--- config.mk ---
export PLATFORM = sky130hd
export DESIGN_NAME = reply_collector
export DESIGN_NICKNAME = d
export VERILOG_FILES = /design/src/rtl/rfid_pkg.sv /design/src/rtl/crc16_serial_step.sv /design/src/rtl/reply_collector.sv
export SDC_FILE = /design/constraint.sdc
export NUM_CORES = 1
export LEC_CHECK = 0
export ABC_AREA = 1
export CAP_MARGIN = 5
export CORE_AREA = 2 2 171 139
export CTS_CLUSTER_SIZE = 30
export DETAILED_ROUTE_END_ITERATION = 12
export DIE_AREA = 0 0 173 141
export SYNTH_ARGS = -nofsm -noshare
export SYNTH_HDL_FRONTEND = slang
export SYNTH_SLANG_ARGS = --single-unit
--- constraint.sdc ---
create_clock -name clk -period 8.5 [get_ports clk]
set_clock_uncertainty 0.2 [all_clocks]
set_input_delay 1.7 -clock clk [delete_from_list [all_inputs] [get_ports clk]]
set_output_delay 1.7 -clock clk [all_outputs]
set_load 0.01 [all_outputs]
--- src/rtl/rfid_pkg.sv ---
// Shared definitions for the RFID reader receive path: FSM states and CRC-16/CCITT constants.
package rfid_pkg;

  typedef enum logic [1:0] {
    IDLE    = 2'd0,
    WAIT    = 2'd1,
    COLLECT = 2'd2,
    HOLD    = 2'd3
  } state_e;

  localparam logic [15:0] CRC16_POLY    = 16'h1021;
  localparam logic [15:0] CRC16_PRESET  = 16'hFFFF;
  localparam logic [15:0] CRC16_RESIDUE = 16'h1D0F;

  localparam int RN16_LEN = 16;

endpackage

--- src/rtl/crc16_serial_step.sv ---
// One-bit MSB-first CRC-16/CCITT update; purely combinational so crc16 and the TX path can reuse it.
module crc16_serial_step
  import rfid_pkg::*;
(
  input  logic [15:0] crc_in,
  input  logic        bit_in,
  output logic [15:0] crc_out
);

  logic feedback;

  assign feedback = crc_in[15] ^ bit_in;
  assign crc_out  = {crc_in[14:0], 1'b0} ^ (feedback ? CRC16_POLY : 16'h0000);

endmodule

--- src/rtl/reply_collector.sv ---
// Collects one tag reply frame from the bit detector, checks CRC-16 inline and hands it off on valid/ready.
// Define REPLY_COLLECTOR_GAP_TIMEOUT_EN to also abort a frame whose bits stop for T_GAP cycles.
module reply_collector
  import rfid_pkg::*;
#(
  parameter int MAX_BITS = 128,
  parameter int LEN_W    = 8,
  parameter int T_FIRST  = 4000,
  parameter int T_GAP    = 200
) (
  input  logic                clk,
  input  logic                rst,
  input  logic                start,
  input  logic [LEN_W-1:0]    expect_len,
  input  logic                chk_crc,
  input  logic                in_dat,
  input  logic                in_vld,
  output logic [MAX_BITS-1:0] out_data,
  output logic [LEN_W-1:0]    out_len,
  output logic                out_crc_ok,
  output logic                out_vld,
  input  logic                out_rdy,
  output logic                timeout,
  output logic                busy
);

  localparam int T_MAX = (T_FIRST > T_GAP) ? T_FIRST : T_GAP;
  localparam int TMR_W = $clog2(T_MAX + 1);

  // Handshake: a frame transfers on a cycle where out_vld && out_rdy; out_vld,
  // out_data, out_len and out_crc_ok hold steady until that cycle.
  state_e              state_q, state_d;
  logic [MAX_BITS-1:0] frame_q, frame_d;
  logic [LEN_W-1:0]    count_q, count_d, len_q, len_d;
  logic [LEN_W-1:0]    count_inc, len_clamped;
  logic                chk_q, chk_d, crc_ok_q, crc_ok_d;
  logic                vld_q, vld_d, timeout_q, timeout_d;
  logic [15:0]         crc_q, crc_d, crc_nxt;
  logic [TMR_W-1:0]    timer_q, timer_d;
  logic                timed_state;

  crc16_serial_step u_crc_step (
    .crc_in  (crc_q),
    .bit_in  (in_dat),
    .crc_out (crc_nxt)
  );

  always_comb begin
    if (expect_len == '0)
      len_clamped = LEN_W'(1);
    else if (expect_len > LEN_W'(MAX_BITS))
      len_clamped = LEN_W'(MAX_BITS);
    else
      len_clamped = expect_len;
  end

  assign count_inc = count_q + LEN_W'(1);

`ifdef REPLY_COLLECTOR_GAP_TIMEOUT_EN
  assign timed_state = 1'b1;
`else
  assign timed_state = (state_q == WAIT);
`endif

  always_comb begin
    state_d   = state_q;
    frame_d   = frame_q;
    count_d   = count_q;
    len_d     = len_q;
    chk_d     = chk_q;
    crc_ok_d  = crc_ok_q;
    vld_d     = vld_q;
    crc_d     = crc_q;
    timer_d   = timer_q;
    timeout_d = 1'b0;
    case (state_q)
      IDLE: begin
        if (start) begin
          len_d    = len_clamped;
          chk_d    = chk_crc;
          frame_d  = '0;
          count_d  = '0;
          crc_d    = CRC16_PRESET;
          crc_ok_d = 1'b0;
          timer_d  = TMR_W'(T_FIRST);
          state_d  = WAIT;
        end
      end
      WAIT, COLLECT: begin
        if (in_vld) begin
          // A bit arriving on the expiry cycle is still taken.
          frame_d = {frame_q[MAX_BITS-2:0], in_dat};
          count_d = count_inc;
          crc_d   = crc_nxt;
          timer_d = TMR_W'(T_GAP);
          if (count_inc == len_q) begin
            state_d  = HOLD;
            vld_d    = 1'b1;
            crc_ok_d = chk_q ? (crc_nxt == CRC16_RESIDUE) : 1'b1;
          end else begin
            state_d = COLLECT;
          end
        end else if (timed_state) begin
          if (timer_q <= TMR_W'(1)) begin
            timeout_d = 1'b1;
            frame_d   = '0;
            count_d   = '0;
            state_d   = IDLE;
          end else begin
            timer_d = timer_q - TMR_W'(1);
          end
        end
      end
      HOLD: begin
        if (out_rdy) begin
          vld_d   = 1'b0;
          state_d = IDLE;
        end
      end
      default: state_d = IDLE;
    endcase
  end

  always_ff @(posedge clk or posedge rst) begin
    if (rst) begin
      state_q   <= IDLE;
      frame_q   <= '0;
      count_q   <= '0;
      len_q     <= '0;
      chk_q     <= 1'b0;
      crc_ok_q  <= 1'b0;
      vld_q     <= 1'b0;
      crc_q     <= CRC16_PRESET;
      timer_q   <= '0;
      timeout_q <= 1'b0;
    end else begin
      state_q   <= state_d;
      frame_q   <= frame_d;
      count_q   <= count_d;
      len_q     <= len_d;
      chk_q     <= chk_d;
      crc_ok_q  <= crc_ok_d;
      vld_q     <= vld_d;
      crc_q     <= crc_d;
      timer_q   <= timer_d;
      timeout_q <= timeout_d;
    end
  end

  assign out_data   = frame_q;
  assign out_len    = count_q;
  assign out_crc_ok = crc_ok_q;
  assign out_vld    = vld_q;
  assign timeout    = timeout_q;
  assign busy       = (state_q != IDLE);

endmodule

==> results by group, run 1 <==
Run status
  – Status: completed

Timing
  – Pins over their slew limit: 0
  – # setup viols final: 0
  – Setup TNS: 0 ps
  – Slew Limit Headroom: 0.247
  – Min cycle time layout: 4440 ps
  – Tightest Pin Transition: 1130 ps
  – Final hold violation count: 0
  – F_max: 0.225 GHz
  – RSZ-0062 raised after global routing: no
  – Final worst-path cycle share: 0.522

Logic synthesis
  – Syn_area_per_cell: approximately 9.6 um^2
  – Register bit count reported by yosys: around 180
  – Net count of the mapped netlist: between 800 and 900
  – Synth Instances: 819
  – Count of cell types in the netlist: 35
  – Synth Warn #: 0
  – Register area share after synthesis: 0.570
  – Cell area after synthesis: 0.00785 mm^2

Pwr
  – Logic pwr share: 0.441
  – Switching Share: 0.403
  – Leak: 0.00432 uW
  – Clock share of power: 0.209
  – Internal: 2170 uW
  – NetSw: ~1500 uW
  – PD cells: 359 mW/mm^2
  – Reg power frac: 0.350
  – PnR Total Power: approximately 3600 uW
  – Max VDD drop: 196 uV

Setup path
  – Worst setup SP type: primary input
  – WS Path Type: primary input to register
  – Crit end category: register
  – Crit path cell chain: clkdlybuf4s50_1, nand2_1, inv_2, a21oi_1, nor2_2, nand2_2, buf_4, inv_4, nand3_1, o21ai_0
  – CP peak stage delay: 630 ps
  – CP arrival: roughly 4500 ps
  – Delay-heaviest family, CP: buffers and inverters
  – Worst endpoint required time: around 8600 ps
  – Crit path max fanout: 101
  – Slowest CP cell: buf_4
  – Crit path buf inv count: 4

Drt
  – Routed via count: 6049
  – Initial DRC count: 596
  – Pre-antenna DRT Iters: 5
  – Final wirelength: 18400 um
  – Final ANT Viol Nets: 0
  – DR DRC count: 0
  – Routed len/inst: 14.4 um
  – Vias/cell: about 4.7

GRT
  – Largest net degree at the start of global routing: 110
  – GR Util All Layers: 0.153
  – Layer carrying the most global-route usage: met1
  – Met3 Use GR: 0.0353
  – Antenna violations before repair: 0
  – Global-route wire length before repair: 30300 um
  – Met2 usage: 0.225
  – Global-route met1 utilization: 0.227
  – Vias in the first global route: between 5000 and 6000
  – Gr ovfl total: 0

Floorplan
  – Die Wd: 173 um
  – Starting density of the core: 0.343
  – Core ar.: 0.0229 mm^2
  – Boundary pin count: 155
  – Row cnt: 50
  – Die Ht: between 100 and 150 um
  – Die area: 0.0244 mm^2

Placement
  – IO Port Bufs: 154
  – Placed wire-length estimate: 12300 um
  – Routability cong.: 0.800

Clock tree
  – Htree depth: 4
  – Cts hold-fix bufs: 0
  – Reg clk slew, reported paths: around 60 ps
  – Clk sinks: between 150 and 200
  – CTS tree: built
  – # Post-CTS Setup Buffers: 0
  – Clock Tree Buf Depth: 2
  – CTS buffer count: 17
  – Resize count post-CTS: 0
  – Root buffer cell: clkbuf_16
  – Worst-skew pair later-pin latency: 420 ps

Final layout
  – Antenna diodes: 0
  – Share of cells above drive strength 1: 0.113
  – Synth-to-layout area growth: 29.1%
  – Commonest non-fill, non-tap cell in the layout: nand2_1
  – Commonest non-fill, non-tap cells in the layout: 168 x nand2_1, 162 x dfrtp_1, 154 x clkdlybuf4s50_1, 137 x inv_1, 74 x o21ai_0
  – Final nets: 979

Flow run
  – Max Cap Violations: 0

Hold path
  – Hold Crit Class: register to register
path summary, 6_finish.rpt:
check / depth (start not counted) / slack (ps) / start / end
setup / recovery: 10 / 4060 / start / out_data[46]
hold / removal: 2 / 290 / chk_q / chk_q
setup reg to reg: 12 / 4920 / state_q[0] / out_data[46]
hold reg to reg: 2 / 290 / chk_q / chk_q
max in group asynchronous: 3 / 4900 / rst / timer_q[9]
min in group asynchronous: 2 / 1680 / rst / out_data[95]
synthesized netlist by cell type:
cell type / n / share of area
o31ai_2: 1 / 0.0016
dfrtp_1: 162 / 0.52
o21ai_0: 74 / 0.047
nor2_2: 3 / 0.0024
nor4_1: 1 / 0.00080
buf_4: 1 / 0.00096
nor3_1: 1 / 0.00064
inv_4: 1 / 0.00080
buf_2: 15 / 0.0096
buf_6: 1 / 0.0014
clkbuf_1: 15 / 0.0072
and2_1: 1 / 0.00080
inv_1: 138 / 0.066
xor2_1: 5 / 0.0056
nand2_2: 2 / 0.0016
a22oi_1: 13 / 0.012
nand2_1: 168 / 0.080
dfstp_2: 16 / 0.054
nor2_4: 3 / 0.0043
a21oi_1: 7 / 0.0045
nand3_2: 1 / 0.0013
nor2_1: 31 / 0.015
buf_12: 5 / 0.013
ha_1: 6 / 0.0096
a31oi_1: 1 / 0.00080
o22ai_1: 49 / 0.039
nand3_1: 38 / 0.024
nand4_1: 7 / 0.0056
o22ai_2: 40 / 0.064
nor3b_1: 2 / 0.0019
xnor2_1: 1 / 0.0011
inv_2: 6 / 0.0029
o21bai_1: 1 / 0.00096
nor3_2: 1 / 0.0013
or2_2: 2 / 0.0016
through the flow:
step	setup slack, ps	cells	hold WS (ps)	area (um^2)	utilization
detailed placement	3650	1251	272	9560	0.417
CTS	4070	1282	290	10100	0.442
floorplan	1800	819	249	7850	-
global route	3730	1282	324	10100	0.442
global placement	3640	1251	268	9560	0.417
finish	4060	1282	294	10100	0.442
logic make-up (layout without fill, tap and decap cells):
kind of cell	count (synthesis)	count (layout)	share of synthesized area
and+or+nand+nor	261	261	0.142
DFF	178	178	0.570
xor gates and xnor gates	6	6	0.00670
buffers and inverters	182	333	0.102
adders and majority gates	6	6	0.00957
AOI/OAI and AO/OA	186	186	0.170
worst min-delay path, cell delays in order (launching register included):
cell     delay (ps)
dfrtp_1         350
nand2_1          60
nand2_1          60
layout make-up:
class | count | area (um^2)
inverters | 145 | 553
clock inverters | 10 | 100
repair buffers | 157 | 1560
multi-input cells | 459 | 2570
well taps | 312 | 390
flip-flops and latches | 178 | 4470
fillers | 2206 | 12800
clock buffers | 21 | 470
layer usage:
| layer | vias to the layer above | share of wire |
|---|---|---|
| li1 | 2955 | - |
| met2 | 142 | 0.43 |
| met1 | 2941 | 0.51 |
| met3 | 11 | 0.045 |
| met5 | - | 0 |
| met4 | 0 | 0.0093 |
flip-flops by register name, indices dropped and copies added, names as in the netlist:
register and count:
out_data 128, crc_q 16, timer_q 12, len_q 8, out_len 8, state_q 2
chk_q 1, out_crc_ok 1, out_vld 1, timeout 1
power groups by stage:
| stage | sequential [uW] | combinational [uW] | clock [uW] |
|---|---|---|---|
| after CTS | 1270 | 1620 | 784 |
| final | 1270 | 1600 | 761 |
| after detailed placement | 1290 | 1610 | 0 |
| after floorplan | 1340 | 1050 | 0 |
| after global placement | 1290 | 1590 | 0 |
| after global routing | 1310 | 1780 | 820 |
No activity file was read; power rests on OpenSTA's default activity.
==> run 2: changes to the inputs <==
==> constraint.sdc (replaced) <==
create_clock -name clk -period 3.83 [get_ports clk]
set_clock_uncertainty 0.2 [all_clocks]
set_input_delay 0.766 -clock clk [delete_from_list [all_inputs] [get_ports clk]]
set_output_delay 0.766 -clock clk [all_outputs]
set_load 0.01 [all_outputs]
==> run 2 against run 1 <==
  * Routed wire length is 2.5% higher
  * Sequential power up 120%
  * Global-route usage is 0.091 points higher
  * Cell count rose by 0.62%
  * Die area unchanged
  * Clock power up 140%
  * First-iteration DRC count is 24% lower
  * Non-clock buffer count grew 7
  * Clock-buffer cell count decreased by 3
  * Setup slack got worse by 3100 ps
  * Hold slack lost 8.8 ps
  * Total power rose by 130%
==> results by group, run 2 (same netlist as run 1, synthesis figures left out) <==
Timing
  – Setup TNS: 0 ps (unchanged)
  – Final hold violation count: 0 (unchanged)
  – F_max: 0.349 GHz
  – # setup viols final: 0 (unchanged)
  – Tightest Pin Transition: 847 ps (-283 ps)
  – RSZ-0062 raised after global routing: no
  – Min cycle time layout: 2870 ps
  – Final worst-path cycle share: 0.748
  – Slew Limit Headroom: 0.435 (+0.189)
  – Pins over their slew limit: 0 (unchanged)

Final layout
  – Final std cells w/o fill: 1290 (+0.62%)
  – Max reg flops: 128 (unchanged)
  – Antenna diodes: 0 (unchanged)
  – Synth-to-layout area growth: 30.9%
  – Share of cells above drive strength 1: 0.121 (+0.00725)
  – Commonest non-fill, non-tap cells in the layout: 168 x nand2_1, 162 x dfrtp_1, 154 x clkdlybuf4s50_1, 137 x inv_1, 74 x o21ai_0
  – Final nets: 986 (+0.72%)
  – Commonest non-fill, non-tap cell in the layout: nand2_1

GRT
  – Largest net degree at the start of global routing: 101 (-8.2%)
  – Global-route wire length before repair: 30200 um (-0.46%)
  – GR Util All Layers: 0.154 (+0.000905)
  – Gr ovfl total: 0 (unchanged)
  – Antenna violations before repair: 0 (unchanged)
  – Vias in the first global route: 5706 (-0.97%)

Clock tree
  – Reg clk slew, reported paths: 70 ps (about the same)
  – Clock Tree Buf Depth: 2 (unchanged)
  – Worst-skew pair later-pin latency: 420 ps (about the same)
  – Htree depth: 4 (unchanged)
  – Clk sinks: 178 (unchanged)
  – Cts hold-fix bufs: 0 (unchanged)
  – # Post-CTS Setup Buffers: 0 (unchanged)
  – Resize count post-CTS: 0 (unchanged)
  – CTS buffer count: 17 (unchanged)
  – Root buffer cell: clkbuf_16
  – CTS tree: built

Setup path
  – CP arrival: 3000 ps (-1500 ps)
  – Crit path max fanout: 100 (-0.99%)
  – CP peak stage delay: 640 ps (about the same)
  – Worst endpoint required time: 3960 ps (-4600 ps)
  – Worst setup SP type: register
  – R2R cell count: 11 (-1)
  – Slowest CP cell: buf_4
  – Crit end category: register
  – WS Path Type: register to register
  – Crit path cell chain: inv_1, ha_1, inv_2, nor2_4, inv_2, nor2_2, nor2_2, nand2_2, buf_4, nand2_1, o31ai_2

Hold path
  – Hold Path Depth: 2 (unchanged)
  – Hold Crit Class: register to register

Placement
  – Placed wire-length estimate: 12700 um (+3.5%)
  – Post-Place Cells: 1258 (+0.56%)
  – Routability cong.: 0.812 (+1.4%)
  – IO Port Bufs: 154 (unchanged)

Drt
  – Pre-antenna DRT Iters: 5 (unchanged)
  – DR DRC count: 0 (unchanged)
  – Initial DRC count: 451 (-24%)
  – Routed len/inst: 14.6 um (+1.8%)
  – Vias/cell: 4.67 (-1.0%)
  – Routed via count: 6024 (-0.41%)
  – Final ANT Viol Nets: 0 (unchanged)
  – Final wirelength: 18900 um (+2.5%)

Pwr
  – Max VDD drop: 686 uV (+250%)
  – PD cells: 811 mW/mm^2 (+130%)
  – Leak: 0.00438 uW (+1.4%)

Floorplan
  – Core ar.: 0.0229 mm^2 (unchanged)
  – Die Wd: 173 um (unchanged)
  – Boundary pin count: 155 (unchanged)
  – Die Ht: 141 um (unchanged)
  – Row cnt: 50 (unchanged)
  – Die area: 0.0244 mm^2 (unchanged)
  – Starting density of the core: 0.343 (unchanged)

Flow run
  – Max Cap Violations: 0 (unchanged)

Run status
  – Status: completed
[run 2: cell count changes in the layout (fill, tap and decap cells not counted)]
cell,previous run,this run
bufinv_16,1,2
clkinv_4,3,2
buf_12,0,5
clkinvlp_4,1,3
clkinv_2,3,2
clkbuf_8,3,0
inv_6,4,3
inv_8,0,4
buf_4,3,5
[run 2: cell type report]
| class | instances | area [um^2] |
|---|---|---|
| fill | 2230 | 12600 |
| timing repair buffer | 164 | 1680 |
| inverter | 145 | 552 |
| tap | 312 | 390 |
| clock buffer | 18 | 429 |
| sequential | 178 | 4470 |
| multi-input combinational | 459 | 2570 |
| clock inverter | 14 | 169 |
[run 2: per-stage QoR]
stage	setup WS (ps)	total power [uW]	instance area, um^2	utilization	hold WS, ps
2_1_floorplan	596	5310	7850	-	249
3_3_place_gp	687	6540	9670	0.422	270
3_5_place_dp	626	6570	9670	0.422	272
4_1_cts	960	8400	10300	0.448	289
5_1_grt	684	8870	10300	0.448	313
6_report	964	8330	10300	0.448	285
[run 2: path summary, 6_finish.rpt]
kind	start	endpoint	slack [ps]
worst max-delay path	state_q[0]	out_data[0]	960
worst min-delay path	out_data[127]	out_data[127]	290
worst max register to register	state_q[0]	out_data[0]	960
worst min register to register	out_data[127]	out_data[127]	290
max in group asynchronous	rst	crc_q[2]	1980
min in group asynchronous	rst	out_data[26]	590
[run 2: per-layer routing]
| metal | vias to the layer above | part of all wire | global-route usage |
|---|---|---|---|
| li1 | 2970 | - | - |
| met1 | 2897 | 0.51 | 0.227 |
| met2 | 135 | 0.42 | 0.218 |
| met3 | 22 | 0.041 | 0.0380 |
| met4 | 0 | 0.022 | 0.0558 |
| met5 | - | 0 | 0 |
[run 2: report_power, final]
part / leakage (uW) / internal [uW] / switching [uW]
clock network: 0.000289 / 987 / 803
logic: 0.00171 / 1500 / 2200
registers: 0.00238 / 2460 / 369
[run 2: critical path, delay by kind of cell, from the launching register on]
family | cells | cell delay (ps)
buffers and inverters | 4 | 900
DFF | 1 | 400
adders and majority gates | 1 | 550
and+or+nand+nor | 5 | 570
AOI/OAI and AO/OA | 1 | 90
